**config.mk**
```make
export PLATFORM = sky130hd
export DESIGN_NAME = scroll_ctrl
export DESIGN_NICKNAME = d
export VERILOG_FILES = /design/src/rtl/scroll_pkg.sv /design/src/rtl/scroll_step.sv /design/src/rtl/scroll_ctrl.sv
export SDC_FILE = /design/constraint.sdc
export NUM_CORES = 1
export LEC_CHECK = 0
export BUFFER_PORTS_ARGS = -buffer_cell sky130_fd_sc_hd__buf_2
export CORE_MARGIN = 2
export CORE_UTILIZATION = 58
export CTS_BUF_LIST = sky130_fd_sc_hd__clkbuf_8
export CTS_CLUSTER_DIAMETER = 120
export CTS_CLUSTER_SIZE = 16
export DETAILED_ROUTE_END_ITERATION = 10
export PLACE_DENSITY = 0.82
export SLEW_MARGIN = 20
export SYNTH_ARGS = -nofsm -noshare
export SYNTH_HDL_FRONTEND = slang
export SYNTH_SLANG_ARGS = --single-unit
```
**constraint.sdc**
```tcl
create_clock -name clk -period 4.4 [get_ports clk]
set_input_delay 1.1 -clock clk [delete_from_list [all_inputs] [get_ports clk]]
set_output_delay 1.1 -clock clk [all_outputs]
set_load 0.02 [all_outputs]
```
**src/rtl/scroll_pkg.sv**
```systemverilog
// Shared definitions for the frame-synchronous scroll scheduler.
// State encoding, direction codes and default image geometry.
package scroll_pkg;

    localparam int ROWS_DEF    = 240;
    localparam int ROW_PIX_DEF = 320;

    localparam logic DIR_DOWN = 1'b0;
    localparam logic DIR_UP   = 1'b1;

    typedef enum logic [1:0] {
        ST_IDLE = 2'd0,
        ST_RUN  = 2'd1,
        ST_PEND = 2'd2
    } state_t;

endpackage

```
**src/rtl/scroll_step.sv**
```systemverilog
// Combinational next-position / next-direction / next-offset calculator.
// Ports: pos_i current row, dir_i effective direction, bounce_i edge mode;
//        pos_o next row, dir_o next internal direction, off_o pos_o*ROW_PIX.
module scroll_step
    import scroll_pkg::*;
#(
    parameter int ROWS    = ROWS_DEF,
    parameter int ROW_PIX = ROW_PIX_DEF,
    parameter int POS_W   = 8,
    parameter int ADDR_W  = 17
) (
    input  logic [POS_W-1:0]  pos_i,
    input  logic              dir_i,
    input  logic              bounce_i,
    output logic [POS_W-1:0]  pos_o,
    output logic              dir_o,
    output logic [ADDR_W-1:0] off_o
);

    localparam logic [POS_W-1:0] LAST = POS_W'(ROWS - 1);

    always_comb begin
        pos_o = pos_i;
        dir_o = dir_i;
        if (dir_i == DIR_DOWN) begin
            if (pos_i == LAST) begin
                if (bounce_i) begin
                    pos_o = LAST - 1'b1;
                    dir_o = DIR_UP;
                end else begin
                    pos_o = '0;
                end
            end else begin
                pos_o = pos_i + 1'b1;
            end
        end else begin
            if (pos_i == '0) begin
                if (bounce_i) begin
                    pos_o = POS_W'(1);
                    dir_o = DIR_DOWN;
                end else begin
                    pos_o = LAST;
                end
            end else begin
                pos_o = pos_i - 1'b1;
            end
        end
    end

    logic [ADDR_W-1:0] p_ext;
    assign p_ext = ADDR_W'(pos_o);

    // 320 = 256 + 64, so the default geometry needs no multiplier.
    generate
        if (ROW_PIX == 320) begin : g_shift_add
            assign off_o = (p_ext << 8) + (p_ext << 6);
        end else begin : g_mult
            assign off_o = p_ext * ADDR_W'(ROW_PIX);
        end
    endgenerate

endmodule

```
**src/rtl/scroll_ctrl.sv**
```systemverilog
// Frame-synchronous vertical scroll scheduler: FSM, frame counter, step-request edge detect.
// Ports: clk, rst (async, high), frame_tick, en, dir, bounce, speed, step_req in;
//        step_ack, position, row_offset, moving out (all registered).
module scroll_ctrl
    import scroll_pkg::*;
#(
    parameter int ROWS    = ROWS_DEF,
    parameter int ROW_PIX = ROW_PIX_DEF,
    parameter int POS_W   = 8,
    parameter int ADDR_W  = 17,
    parameter int SPD_W   = 4
) (
    input  logic              clk,
    input  logic              rst,
    input  logic              frame_tick,
    input  logic              en,
    input  logic              dir,
    input  logic              bounce,
    input  logic [SPD_W-1:0]  speed,
    input  logic              step_req,
    output logic              step_ack,
    output logic [POS_W-1:0]  position,
    output logic [ADDR_W-1:0] row_offset,
    output logic              moving
);

    state_t            state_q;
    logic [SPD_W-1:0]  fcnt_q;
    logic              cur_dir_q;
    logic              req_q;
    logic              bounce_q;
    logic [POS_W-1:0]  pos_q;
    logic [ADDR_W-1:0] off_q;
    logic              ack_q;
    logic              moving_q;

    logic              step_rise;
    logic              eff_dir;
    logic [POS_W-1:0]  pos_d;
    logic              dir_d;
    logic [ADDR_W-1:0] off_d;

    assign step_rise = step_req & ~req_q;

    // Wrap mode tracks the dir input live; bounce mode owns its direction.
    assign eff_dir = bounce ? cur_dir_q : dir;

    scroll_step #(
        .ROWS    (ROWS),
        .ROW_PIX (ROW_PIX),
        .POS_W   (POS_W),
        .ADDR_W  (ADDR_W)
    ) u_step (
        .pos_i    (pos_q),
        .dir_i    (eff_dir),
        .bounce_i (bounce),
        .pos_o    (pos_d),
        .dir_o    (dir_d),
        .off_o    (off_d)
    );

    always_ff @(posedge clk or posedge rst) begin
        if (rst) begin
            state_q   <= ST_IDLE;
            fcnt_q    <= '0;
            cur_dir_q <= DIR_DOWN;
            req_q     <= 1'b0;
            bounce_q  <= 1'b0;
            pos_q     <= '0;
            off_q     <= '0;
            ack_q     <= 1'b0;
            moving_q  <= 1'b0;
        end else begin
            req_q    <= step_req;
            bounce_q <= bounce;
            ack_q    <= 1'b0;

            // Leaving bounce mode resynchronises the direction with dir.
            if (bounce_q && !bounce) begin
                cur_dir_q <= dir;
            end

            unique case (state_q)
                ST_IDLE: begin
                    if (en) begin
                        state_q   <= ST_RUN;
                        moving_q  <= 1'b1;
                        cur_dir_q <= dir;
                        fcnt_q    <= '0;
                    end else if (step_rise) begin
                        state_q   <= ST_PEND;
                        cur_dir_q <= dir;
                    end
                end
                ST_RUN: begin
                    if (!en) begin
                        state_q  <= ST_IDLE;
                        moving_q <= 1'b0;
                        fcnt_q   <= '0;
                    end else if (frame_tick) begin
                        // >= lets a lowered speed fire on the next tick.
                        if (fcnt_q >= speed) begin
                            pos_q     <= pos_d;
                            off_q     <= off_d;
                            cur_dir_q <= dir_d;
                            fcnt_q    <= '0;
                        end else begin
                            fcnt_q <= fcnt_q + 1'b1;
                        end
                    end
                end
                ST_PEND: begin
                    // Enabling continuous scroll supersedes the pending step.
                    if (en) begin
                        state_q   <= ST_RUN;
                        moving_q  <= 1'b1;
                        cur_dir_q <= dir;
                        fcnt_q    <= '0;
                    end else if (frame_tick) begin
                        pos_q     <= pos_d;
                        off_q     <= off_d;
                        cur_dir_q <= dir_d;
                        ack_q     <= 1'b1;
                        state_q   <= ST_IDLE;
                    end
                end
                default: begin
                    state_q  <= ST_IDLE;
                    moving_q <= 1'b0;
                end
            endcase
        end
    end

    assign step_ack   = ack_q;
    assign position   = pos_q;
    assign row_offset = off_q;
    assign moving     = moving_q;

endmodule
```
==> run summary <==
VDD sags by at most 0.366 mV. For this run, the leading register cell type out of synthesis is dfrtp_1. Counting I/O delays and the setup requirement, the final critical path takes 3.83 ns. The run gives 0 as the number of nets with antenna violations after detailed routing. The tools report the final weighted congestion of routability-driven global placement as 0.949. The post-detailed-route DRC marker count is 0, and the post-synthesis to final-layout area growth is 8.58%. The run gives 4620 um as the final wirelength. Global routing used 24.1% of the available tracks across all layers.

The worst clock skew on the final layout is 0.00320 ns. Die footprint: 4200 sq um. Using the TritonRoute via totals, the vias-per-cell ratio works out to 5.97.

The clock drives 28 sinks. Power spread over the standard cell area amounts to 651 nW/um^2. TritonCTS built the clock tree. The maximum fanout along the worst path is 7. The launching element type of the critical path was an input port. The repair_antennas step left the layout with diodes totalling 0. For the worst setup path, the data required time is 4.60 ns. The instance count along the most critical hold path came out at 2. Kind of end point of the critical path: a register. The number of design-rule violations left by the first detailed-router iteration is 142. For the instance count of the mapped netlist, the log shows 241.

The transition time at the pin with the least slew margin was 0.645 ns; the count of flip-flops with a built-in enable after synthesis was 0. The global-route wire length before repair was 8020 um. The post-synthesis async set-or-reset flop share works out to 100%. The post-DP HPWL came out at 3520 um. The worst register-to-register path ends at row_offset[13].

Derived from the worst setup path, the maximum achievable clock frequency is 0.261 GHz. The post-synthesis instance area is 2140 sq um, and the number of storage elements in the synthesis netlist is 28. The core occupancy in the finished layout is 64.5%, and the detailed-route wire length per cell is 14.9 um.

Setup violations remaining at the end of the flow were counted as 0. From left edge to right edge, the die measures 64.8 um. The leading area contributor after synthesis is dfrtp_1.

The final layout net count is 287. Setup repair after global routing left no endpoint under its margin. The number of global-route vias before repair is 1795, and the first-pass iteration count of the detailed router is 5.

The tightest min-delay check is of the reg2reg type. The run gives 1.52 mW as the post-layout total power. Count of buffers inserted at the top-level ports: 31. The run finished with clean final reports. The worst pin sits at a relative slew slack of 57.0%. For the post-cts sizing count, the log shows 0. The run gives 59.4% as the effective utilization at floorplan. The I/O pin count came out at 38. The hold-fix buffer count after cts is 0.

The worst hold path terminates at row_offset[15]. The final-report hold violation count was 0. Post-CTS setup buffer count: 0. In the final timing run, aggregate negative setup slack is 0 ns.

The startpoint-to-endpoint class of the critical path was in2reg. The longest clock path from root to sink contains 2 buffers. Leaving out fill and tap cells, the most frequent cell in the layout is buf_2. The total number of H-tree levels came out at 1. The netlist uses 62 different library cells.

Data on the critical path arrives at its endpoint at 4.03 ns. The tightest hold path in the finished design has a slack of 0.488 ns. The final number of max-transition violations was 0. Number of antenna violations at the first check in global routing: 0.

Across all layers, the routed design uses 1851 vias. The share of synthesized area in the top cell type comes to 32.7%. Sorting the synthesized cells by area gives the leading types as dfrtp_1 (33%), ha_1 (7.0%), nand2_1 (4.0%), mux2_2 (3.7%), o21ai_0 (3.5%). The clock edge transition at the registers on the reported setup and hold paths is 0.09 ns. Summed over all cells, the static leakage comes to 1.12 nW.

The number of cell rows is 22, and the placed standard-cell area is 2270 sq um. The count of synthesis-stage warnings from yosys was 0; the fraction of layout instances using a drive strength above 1 was 24.4%. In the layout the commonest cells are buf_2 (31), dfrtp_1 (28), nand2_1 (23). The worst register-to-register path has a setup slack of 0.60 ns.

Reported max-cap violation count: 0. The total overflow left after global routing is 0. Number of buffers created by CTS: 3. Summing the sequential cell areas from Yosys gives 32.7% of the chip area. The floorplan core area came out at 3610 sq um. The die is 64.8 um tall. The most critical setup path has its startpoint at bounce. Entering global routing, the biggest net connects 29 pins.

The startpoint identified for the worst register-to-register timing path is position[0]. Of the available clock period, the critical path in the final layout requires 87.1%. The tools report the master cell of the clock root buffer as clkbuf_8. After routing the design area is 2330 sq um. In this run the mean area of a mapped cell was 8.89 sq um.

Cell count of the worst reg-to-reg path: 16. At the later pin of the worst-skew pair, clock insertion delay measures 0.28 ns. The tools report the origin of the worst min-delay path as row_offset[15].
==> worst max-delay path, cell delays in order <==
cell and delay (ns):
buf_2 0.14, mux2_2 0.41, a31oi_1 0.23, a22oi_1 0.12, a21oi_1 0.21, nor2_1 0.09, ha_1 0.26, fa_1 0.41
a21o_1 0.20, and3_1 0.18, and3_1 0.17, o21ai_1 0.18, a31oi_1 0.12, o31ai_2 0.21
==> sequential cells by signal, summed over array words and instances, names as in the netlist <==
signal and cells:
bounce_q 1, moving 1, cur_dir_q 1, req_q 1
state_q 2, row_offset 9, fcnt_q 4, step_ack 1
position 8
==> kinds of logic after synthesis <==
group | synth area share (%)
simple gates | 18.9
flops | 32.7
other cells | 0.175
mux | 6.48
buf+inv | 8.06
xor+xnor | 3.27
fa+ha+maj | 8.46
compound gates | 22.0
==> per-layer routing <==
metal	GRT usage, %	routed length, um	vias to the layer above
li1	-	-	908
met1	31.8	2040	869
met2	38.9	2250	55
met3	3.30	182	19
met4	12.0	152	0
met5	0	0	-
==> synthesized netlist by cell type, types with 2 or more instances <==
cell and n:
nand3_1 4, or2_2 2, nor2b_1 2, o21ai_1 5, o211ai_1 2, a21o_1 4, o21a_2 2, nor3b_1 2
nand2b_1 3, o31ai_1 3, buf_4 8, a31oi_1 5, buf_6 3, xnor2_1 6, nand2_1 23, mux2i_1 6
a22oi_1 3, ha_1 12, dfrtp_1 28, xor2_1 2, and3_1 5, o21ai_0 15, nand4_1 2, mux2_2 7
clkbuf_1 11, nor2_1 14, inv_1 10, nor3_1 6, a21oi_1 12, nor3_2 2
==> report_power, final <==
group	leakage, nW	switching [mW]	internal, mW
Combinational	0.733	0.535	0.389
Sequential	0.360	0.107	0.325
Clock	0.0288	0.0801	0.0802
Total	1.12	0.722	0.795
==> worst max-delay path by stage <==
| stage | endpoint | depth (start not counted) | slack [ns] |
|---|---|---|---|
| 6_report | row_offset[14] | 14 | 0.57 |
| 4_1_cts | row_offset[14] | 14 | 0.58 |
| 3_5_place_dp | row_offset[14] | 14 | 0.31 |
| 2_1_floorplan | row_offset[14] | 13 | 0.47 |
| 5_1_grt | row_offset[13] | 16 | 0.22 |
| 3_3_place_gp | row_offset[14] | 14 | 0.42 |
==> cell type report <==
class / instances / area, sq um
Multi-Input combinational cell: 186 / 1300
Fill cell: 310 / 1280
Sequential cell: 28 / 701
Timing Repair Buffer: 34 / 178
Tap cell: 48 / 60.1
Clock buffer: 4 / 55.1
Inverter: 10 / 37.5
==> through the flow <==
stage,instances,setup slack (ns)
floorplan,246,0.467
global placement,306,0.421
detailed placement,306,0.310
CTS,310,0.580
global route,310,0.222
finish,310,0.570
Note: power is estimated with default switching activity, not from simulation.
